[config.mk]
export PLATFORM = sky130hd
export DESIGN_NAME = mem_arbiter
export DESIGN_NICKNAME = d
export VERILOG_FILES = /design/src/rtl/mem_arb_pkg.sv /design/src/rtl/mem_arbiter_rr_arbiter.sv /design/src/rtl/mem_arbiter.sv
export SDC_FILE = /design/constraint.sdc
export NUM_CORES = 1
export LEC_CHECK = 0
export CAP_MARGIN = 20
export CORE_AREA = 5 5 91 93
export CTS_CLUSTER_DIAMETER = 40
export CTS_CLUSTER_SIZE = 28
export DETAILED_ROUTE_END_ITERATION = 12
export DIE_AREA = 0 0 96 98
export GPL_TIMING_DRIVEN = 1
export PLACE_DENSITY = 0.77
export SLEW_MARGIN = 10
export SYNTH_ARGS = -nofsm -noshare
export SYNTH_HDL_FRONTEND = slang
export SYNTH_SLANG_ARGS = --single-unit
[constraint.sdc]
create_clock -name clk -period 2.1 [get_ports clk]
set_input_delay 0.42 -clock clk [delete_from_list [all_inputs] [get_ports clk]]
set_output_delay 0.42 -clock clk [all_outputs]
set_load 0.03 [all_outputs]
[src/rtl/mem_arb_pkg.sv]
// mem_arb_pkg: state/op encodings and grant-index width helper shared by the arbiter files
package mem_arb_pkg;
  typedef enum logic [1:0] {IDLE, RD_A, RD_D, WR} state_e;
  typedef enum logic {READ, WRITE} op_e;
  function automatic int gnt_wdth(input int n);
    return (n > 2) ? $clog2(n) : 1;
  endfunction
endpackage

[src/rtl/mem_arbiter_rr_arbiter.sv]
// rr_arbiter: combinational round-robin pick of the first requester after last_gnt
module rr_arbiter
  import mem_arb_pkg::*;
#(
  parameter int NUM_REQ  = 2,
  parameter int GNT_WDTH = gnt_wdth(NUM_REQ)
) (
  input  logic [NUM_REQ-1:0]  req,
  input  logic [GNT_WDTH-1:0] last_gnt,
  output logic [GNT_WDTH-1:0] gnt,
  output logic                any_req
);
  logic [GNT_WDTH:0] cand;
  // Walk from the farthest candidate back to the nearest so the nearest requester wins
  always_comb begin
    gnt  = '0;
    cand = '0;
    for (int k = NUM_REQ; k >= 1; k--) begin
      cand = {1'b0, last_gnt} + (GNT_WDTH+1)'(k);
      cand = (cand >= (GNT_WDTH+1)'(NUM_REQ)) ? cand - (GNT_WDTH+1)'(NUM_REQ) : cand;
      if (req[cand[GNT_WDTH-1:0]]) gnt = cand[GNT_WDTH-1:0];
    end
  end
  assign any_req = |req;
endmodule

[src/rtl/mem_arbiter.sv]
// mem_arbiter: shares one AR/R/AW/W memory port among NUM_REQ requesters, one transaction at a time
module mem_arbiter
  import mem_arb_pkg::*;
#(
  parameter int NUM_REQ   = 2,
  parameter int ADDR_WDTH = 4,
  parameter int DATA_WDTH = 32,
  parameter int RESP_WDTH = 1
) (
  input  logic                           clk,
  input  logic                           rst_n,
  input  logic [NUM_REQ-1:0]             s_ar_valid,
  output logic [NUM_REQ-1:0]             s_ar_ready,
  input  logic [NUM_REQ*ADDR_WDTH-1:0]   s_ar_address,
  output logic [NUM_REQ-1:0]             s_r_valid,
  input  logic [NUM_REQ-1:0]             s_r_ready,
  output logic [NUM_REQ*RESP_WDTH-1:0]   s_r_resp,
  output logic [NUM_REQ*DATA_WDTH-1:0]   s_r_data,
  input  logic [NUM_REQ-1:0]             s_aw_valid,
  output logic [NUM_REQ-1:0]             s_aw_ready,
  input  logic [NUM_REQ*ADDR_WDTH-1:0]   s_aw_address,
  input  logic [NUM_REQ-1:0]             s_w_valid,
  output logic [NUM_REQ-1:0]             s_w_ready,
  input  logic [NUM_REQ*DATA_WDTH-1:0]   s_w_data,
  output logic                           m_ar_valid,
  input  logic                           m_ar_ready,
  output logic [ADDR_WDTH-1:0]           m_ar_address,
  input  logic                           m_r_valid,
  output logic                           m_r_ready,
  input  logic [RESP_WDTH-1:0]           m_r_resp,
  input  logic [DATA_WDTH-1:0]           m_r_data,
  output logic                           m_aw_valid,
  input  logic                           m_aw_ready,
  output logic [ADDR_WDTH-1:0]           m_aw_address,
  output logic                           m_w_valid,
  input  logic                           m_w_ready,
  output logic [DATA_WDTH-1:0]           m_w_data
);
  localparam int GW = gnt_wdth(NUM_REQ);
  state_e          state_q, state_d;
  op_e             op;
  logic [GW-1:0]   gnt_q, gnt_d, last_gnt_q, last_gnt_d, pick;
  logic            aw_done_q, aw_done_d, w_done_q, w_done_d;
  logic            any_req, aw_now, w_now;

  rr_arbiter #(.NUM_REQ(NUM_REQ), .GNT_WDTH(GW)) u_rr (
    .req      (s_ar_valid | s_aw_valid),
    .last_gnt (last_gnt_q),
    .gnt      (pick),
    .any_req  (any_req)
  );

  always_ff @(posedge clk or negedge rst_n) begin
    if (!rst_n) begin
      state_q    <= IDLE;
      gnt_q      <= '0;
      last_gnt_q <= GW'(NUM_REQ-1);
      aw_done_q  <= 1'b0;
      w_done_q   <= 1'b0;
    end else begin
      state_q    <= state_d;
      gnt_q      <= gnt_d;
      last_gnt_q <= last_gnt_d;
      aw_done_q  <= aw_done_d;
      w_done_q   <= w_done_d;
    end
  end

  always_comb begin
    state_d      = state_q;
    gnt_d        = gnt_q;
    last_gnt_d   = last_gnt_q;
    aw_done_d    = aw_done_q;
    w_done_d     = w_done_q;
    op           = s_ar_valid[pick] ? READ : WRITE;
    aw_now       = 1'b0;
    w_now        = 1'b0;
    s_ar_ready   = '0;
    s_r_valid    = '0;
    s_r_resp     = '0;
    s_r_data     = '0;
    s_aw_ready   = '0;
    s_w_ready    = '0;
    m_ar_valid   = 1'b0;
    m_ar_address = '0;
    m_r_ready    = 1'b0;
    m_aw_valid   = 1'b0;
    m_aw_address = '0;
    m_w_valid    = 1'b0;
    m_w_data     = '0;
    case (state_q)
      IDLE: begin
        if (any_req) begin
          gnt_d   = pick;
          state_d = (op == READ) ? RD_A : WR;
        end
      end
      RD_A: begin
        m_ar_valid        = s_ar_valid[gnt_q];
        m_ar_address      = s_ar_address[gnt_q*ADDR_WDTH +: ADDR_WDTH];
        s_ar_ready[gnt_q] = m_ar_ready;
        state_d           = (m_ar_valid && m_ar_ready) ? RD_D : RD_A;
      end
      RD_D: begin
        s_r_valid[gnt_q]                         = m_r_valid;
        s_r_resp[gnt_q*RESP_WDTH +: RESP_WDTH]   = m_r_resp;
        s_r_data[gnt_q*DATA_WDTH +: DATA_WDTH]   = m_r_data;
        m_r_ready                                = s_r_ready[gnt_q];
        if (m_r_valid && m_r_ready) begin
          last_gnt_d = gnt_q;
          state_d    = IDLE;
        end
      end
      WR: begin
        m_aw_valid        = s_aw_valid[gnt_q] & ~aw_done_q;
        m_aw_address      = s_aw_address[gnt_q*ADDR_WDTH +: ADDR_WDTH];
        m_w_valid         = s_w_valid[gnt_q] & ~w_done_q;
        m_w_data          = s_w_data[gnt_q*DATA_WDTH +: DATA_WDTH];
        s_aw_ready[gnt_q] = m_aw_ready & ~aw_done_q;
        s_w_ready[gnt_q]  = m_w_ready & ~w_done_q;
        aw_now            = aw_done_q | (m_aw_valid & m_aw_ready);
        w_now             = w_done_q | (m_w_valid & m_w_ready);
        // Flags only latch while the other half is still outstanding; both done clears them
        aw_done_d         = aw_now & ~w_now;
        w_done_d          = w_now & ~aw_now;
        if (aw_now && w_now) begin
          last_gnt_d = gnt_q;
          state_d    = IDLE;
        end
      end
      default: state_d = IDLE;
    endcase
  end
endmodule

==> flow_summary.yaml, run 1 <==
run_status:
  status: "finished, final reports clean"
timing:
  slew_violations: 0
  setup-violations-final: 0
  layout_min_cycle_time_ns: 2.06
  fmax_mhz: 485
  post-route-period-util_pct: 98.3
  skew_ns: 0.00520
  worst_pin_slew_ns: 0.399
  rsz0062_at_grt: "no"
  setup_ws_ns: 0.0360
  timing_hold_violations_final: 0
  slew_headroom_pct: 73.3
clock_network:
  cts_hold_buffers: 0
  clock-sinks: 6
  cts_root_buf: "clkbuf_8"
  h-tree-depth: 1
  cts_tree: "yes"
  cts_buffers: 3
  cts_buffer_depth: 2
  worstSkewPairLatency_ns: 0.23
  post_cts_buffers: 0
  clkTransAtPathRegs_ns: 0.04
placement:
  place_area_um2: 3970
  io_buffers: 244
  hpwl_um: 7930
  finalWeightedCongestion: 0.832
  dp.cells: 557
  pre_cts_slack_ns: 0.0828
routing:
  wl_um: 9130
  vias: 2506
  post_drt_wl_per_cell_um: 16.2
  drt_pass1_iterations: 4
  drcViolationCount: 0
  drt_iter0_markers: 46
  antenna_left: 0
  viasPerCell: 4.46
yosys:
  ys_ff_latch: 6
  synth_top_cell_by_area: "and2_1"
  synth_edf_count: 0
  async_reset_ff_share_pct: 100
  yosys-top-cells-area: "and2_1 28%, mux2i_1 27%, nor2_1 12%"
  syn-instance-count: 223
  synthesis.nets: 350
  synth-seq-area-share_pct: 9.81
  syn_area_um2: 1540
  ys_types: 29
  synth_top_area_share_pct: 28.0
  avgSynthCellArea_um2: 6.92
  synthFlopType: "dfrtp_1"
  yosysWarningCount: 0
global_routing:
  antenna_found_initial: 0
  grt-ovfl-total: 0
  grt_pass1_vias: 2385
  grt_start_max_net_pins: 41
  track_usage_pct: 16.9
  grt_pass1_wl_um: 12500
die:
  num_io_pins: 245
  core_um2: 7450
  die_h_um: 98
  start_util_pct: 20.7
  fp-row-count: 32
  die_area_um2: 9410
  die_x_um: 96
pwr:
  ir_worst_vdd_v: 0.000461
  power_density_nw_per_um2: 1060
  finalPower_mw: 4.28
  p_leak_nw: 1.94
setup_path:
  cp_data_required_time_ns: 1.68
  cp-start-kind: "input pin"
  end_kind: "output port"
  crit_chain: "clkdlybuf4s50_1, mux2_4, nor3b_1, buf_4"
  worstSetupPathType: "in2out"
  worstPathMaxFanout: 5
  slowest_stage: "clkdlybuf4s50_1"
  critPathArrivalTime_ns: 1.64
  critPathMaxStageDelay_ns: 0.54
layout:
  syn_to_final_growth_pct: 163
  fin_cells: 562
  nets: 588
  fillCellCount: 701
  drive_above_1_share_pct: 29.3
  diodes: 0
  stdcell_area_um2: 4060
min_path:
  hold_class: "in2async"
flow_run:
  max_cap_violations: 0
## per-layer routing
layer	part of all wire [%]	up-vias	track usage (%)	routed length, um
met5	0	-	0	0
met2	53	169	32.6	4820
met3	14	6	7.70	1310
met4	0.95	0	2.63	87
met1	32	1110	16.1	2920
li1	-	1221	-	-
## where the power goes
group	internal, mW	leakage (nW)	total [mW]	switching [mW]
combinational	1.66	1.85	3.78	2.12
clock	0.131	0.0228	0.186	0.0550
sequential	0.183	0.0699	0.323	0.140
## final timing paths
| kind | start | to | slack [ns] | cells after the start |
|---|---|---|---|---|
| min | rst_n | state_q[1] | 0.44 | 1 |
| max reg2reg | gnt_q | last_gnt_q | 0.32 | 4 |
| max in group asynchronous | rst_n | last_gnt_q | 1.37 | 1 |
| min reg2reg | last_gnt_q | gnt_q | 0.61 | 3 |
| min in group clk | last_gnt_q | gnt_q | 0.61 | 3 |
| max | s_aw_valid[0] | m_aw_valid | 0.04 | 4 |
## synthesized netlist by cell type (2+ instances only)
library cell / count
dfrtp_1: 5
a21oi_1: 3
nor2_1: 50
buf_2: 4
and4b_1: 3
mux2i_1: 42
o21ai_0: 4
a211o_1: 2
nand2_1: 5
clkbuf_1: 13
a31oi_1: 2
nor4b_1: 2
nor3b_1: 3
mux2_4: 2
and2_1: 69
## critical path: cells and delay by family
kind                   cells  cell delay (ns)
buffers and inverters      2             0.77
multiplexers               1             0.19
AND/OR/NAND/NOR            1             0.26
## sequential cells by signal (all words and copies together) (netlist names)
| signal | flops |
|---|---|
| aw_done_q | 1 |
| gnt_q | 1 |
| last_gnt_q | 1 |
| state_q | 2 |
| w_done_q | 1 |
## per-stage QoR
stage,util [%],TNS (ns),hold slack [ns]
floorplan,-,-0.277,0.124
global placement,53.3,0,0.613
detailed placement,53.3,0,0.612
CTS,54.0,0,0.443
global route,54.5,0,0.465
finish,54.5,0,0.443
## cell families after synthesis
family          count (synthesis)  share of synthesized area (%)
simple gates                  136                           47.5
mux                            45                           29.9
buf+inv                        19                           5.43
compound gates                 17                           7.38
flops                           6                           9.81
## cell type report
| type | count | area [um^2] | share of cell area, % |
|---|---|---|---|
| clock buffer | 4 | 45.0 | 1.11 |
| sequential | 6 | 153 | 3.76 |
| tap | 102 | 128 | 3.15 |
| timing repair buffer | 251 | 2410 | 59.5 |
| multi-input combinational | 198 | 1310 | 32.4 |
| inverter | 1 | 3.75 | 0.0926 |
## cells in the final DEF (no fill, tap or decap), types with 2 or more instances in the layout
cell	Yosys	final
dfrtp_1	5	4
nor4b_1	2	2
mux2i_1	42	42
and4b_1	3	3
and2_1	69	68
a211o_1	2	2
nor2_1	50	50
nor3b_1	3	3
clkbuf_8	0	3
clkdlybuf4s50_1	0	126
nand2_1	5	4
a21oi_1	3	3
buf_12	0	15
mux2_4	2	2
buf_6	1	2
o21ai_0	4	4
buf_4	0	107
a31oi_1	2	2
## repair_timing
item | CTS | global route
cloned | 0 | 1
endpoints found under the setup margin | 1 | 38
pin swaps | 0 | 0
resized for setup | 1 | 4
Note: power is estimated with default switching activity, not from simulation.
==> run 2: changes to the inputs <==
--- a/config.mk
+++ b/config.mk
@@ -6,13 +6,14 @@
 export NUM_CORES = 1
 export LEC_CHECK = 0
 export CAP_MARGIN = 20
-export CORE_AREA = 5 5 91 93
+export CORE_AREA = 3 3 94 96
 export CTS_CLUSTER_DIAMETER = 40
 export CTS_CLUSTER_SIZE = 28
 export DETAILED_ROUTE_END_ITERATION = 12
-export DIE_AREA = 0 0 96 98
+export DIE_AREA = 0 0 97 99
 export GPL_TIMING_DRIVEN = 1
-export PLACE_DENSITY = 0.77
+export MAX_ROUTING_LAYER = met4
+export PLACE_DENSITY = 0.7
 export SLEW_MARGIN = 10
 export SYNTH_ARGS = -nofsm -noshare
 export SYNTH_HDL_FRONTEND = slang
==> run 2 against run 1 <==
Compared with the run above: first-iteration DRC count shrank 41%; worst setup slack better by 0.036 ns; critical path depth unchanged; via count down 1.5%; highest routed layer unchanged.
==> flow_summary.yaml, run 2 (synthesis results as in run 1) <==
run_status:
  status: "finished, final reports clean"
clock_network:
  cts_root_buf: "clkbuf_8"
  cts_buffers: 3
  clkTransAtPathRegs_ns: 0.04
  h-tree-depth: 1
  worstSkewPairLatency_ns: 0.22
  cts_tree: "yes"
  cts_hold_buffers: 0
  cts_buffer_depth: 2
  clock-sinks: 6
layout:
  fin_cells: 572
  diodes: 0
  nets: 595
  largest_register: "state_q"
  drive_above_1_share_pct: 30.2
  stdcell_area_um2: 4060
  final_common_cell: "clkdlybuf4s50_1"
  largest_reg_flops: 2
  syn_to_final_growth_pct: 163
  mostFrequentLayoutCells: "126 x clkdlybuf4s50_1, 120 x buf_4, 69 x and2_1"
placement:
  dp.cells: 566
  finalWeightedCongestion: 0.822
  place_area_um2: 3980
  hpwl_um: 7190
  pre_cts_slack_ns: 0.0997
  io_buffers: 244
routing:
  post_drt_wl_per_cell_um: 14.4
  drt_pass1_iterations: 4
  wl_um: 8250
  viasPerCell: 4.32
  drcViolationCount: 0
  drt_iter0_markers: 27
  antenna_left: 0
  vias: 2469
timing:
  timing_hold_violations_final: 0
  setup_tns_ns: 0
  layout_min_cycle_time_ns: 2.03
  whs_ns: 0.438
  worst_pin_slew_ns: 0.261
  rsz0062_at_grt: "no"
  slew_violations: 0
  fmax_mhz: 493
  skew_ns: 0.00201
  setup_ws_ns: 0.0718
  post-route-period-util_pct: 96.6
  setup-violations-final: 0
  slew_headroom_pct: 82.1
pwr:
  p_leak_nw: 1.96
  ir_worst_vdd_v: 0.000415
  power_density_nw_per_um2: 1050
die:
  num_io_pins: 245
  start_util_pct: 19.0
  core_um2: 8130
  fp-row-count: 33
  die_h_um: 99
  die_x_um: 97
  die_area_um2: 9600
setup_path:
  end_kind: "output port"
  cp-start-kind: "register"
  worstPathMaxFanout: 27
  worst-r2r-setup-slack_ns: 0.35
  worstSetupPathType: "reg2out"
  critPathArrivalTime_ns: 1.61
  cp_data_required_time_ns: 1.68
global_routing:
  grt_pass1_wl_um: 12600
  antenna_found_initial: 0
  grtUsageMet1_pct: 18.1
  met3_usage_pct: 4.53
  grt_start_max_net_pins: 35
  top_usage_layer: "met2"
  track_usage_pct: 16.3
  grtUsageMet2_pct: 30.4
  grt-ovfl-total: 0
  grt_pass1_vias: 2538
flow_run:
  max_cap_violations: 0
min_path:
  hold_class: "in2async"
run 2: area by class of cell:
type / instances / area (um^2)
multi-input cells: 198 / 1320
inverters: 1 / 3.75
flip-flops and latches: 6 / 155
well taps: 105 / 131
fillers: 774 / 4080
repair buffers: 258 / 2400
clock buffers: 4 / 45.0
run 2: what timing repair did:
item                       4_1_cts  5_1_grt
hold endpoints to repair         0        0
setup endpoints to repair        0       65
buffers inserted                 0        2
resized for setup                0        4
run 2: worst paths after layout:
path | from | cells after the start | to
worst max-delay path | gnt_q | 4 | s_aw_ready[0]
worst min-delay path | rst_n | 1 | gnt_q
worst max register to register | gnt_q | 4 | last_gnt_q
worst min register to register | aw_done_q | 2 | aw_done_q
max in group asynchronous | rst_n | 1 | last_gnt_q
min in group clk | aw_done_q | 2 | aw_done_q
run 2: per-stage QoR:
stage | power [mW] | utilization, %
after CTS | 4.26 | 49.5
after global placement | 4.04 | 49.0
after floorplan | 2.54 | -
final | 4.25 | 49.9
after detailed placement | 4.07 | 49.0
after global routing | 4.53 | 49.9
run 2: critical path, cell delays in order (launching register included):
cell and delay (ns):
dfrtp_4 0.57, buf_12 0.21, nor4b_1 0.31, buf_4 0.17, buf_12 0.11
run 2: routing by layer:
metal,up-vias,wire length (um)
met5,-,0
met4,0,19
met3,2,764
met2,146,4330
met1,1083,3140
li1,1238,-
run 2: report_power, final:
part / total (mW) / switching, mW / internal (mW)
logic: 3.76 / 2.12 / 1.64
registers: 0.320 / 0.131 / 0.189
clock network: 0.175 / 0.0445 / 0.130
total: 4.25 / 2.29 / 1.96
==> run 3: changes to the inputs <==
--- a/config.mk
+++ b/config.mk
@@ -12,6 +12,7 @@
 export DETAILED_ROUTE_END_ITERATION = 12
 export DIE_AREA = 0 0 97 99
 export GPL_TIMING_DRIVEN = 1
+export HOLD_SLACK_MARGIN = 0.03
 export MAX_ROUTING_LAYER = met4
 export PLACE_DENSITY = 0.7
 export SLEW_MARGIN = 10
==> results of run 3 <==
The final DEF is identical to that of run 2; final timing and power are the same.
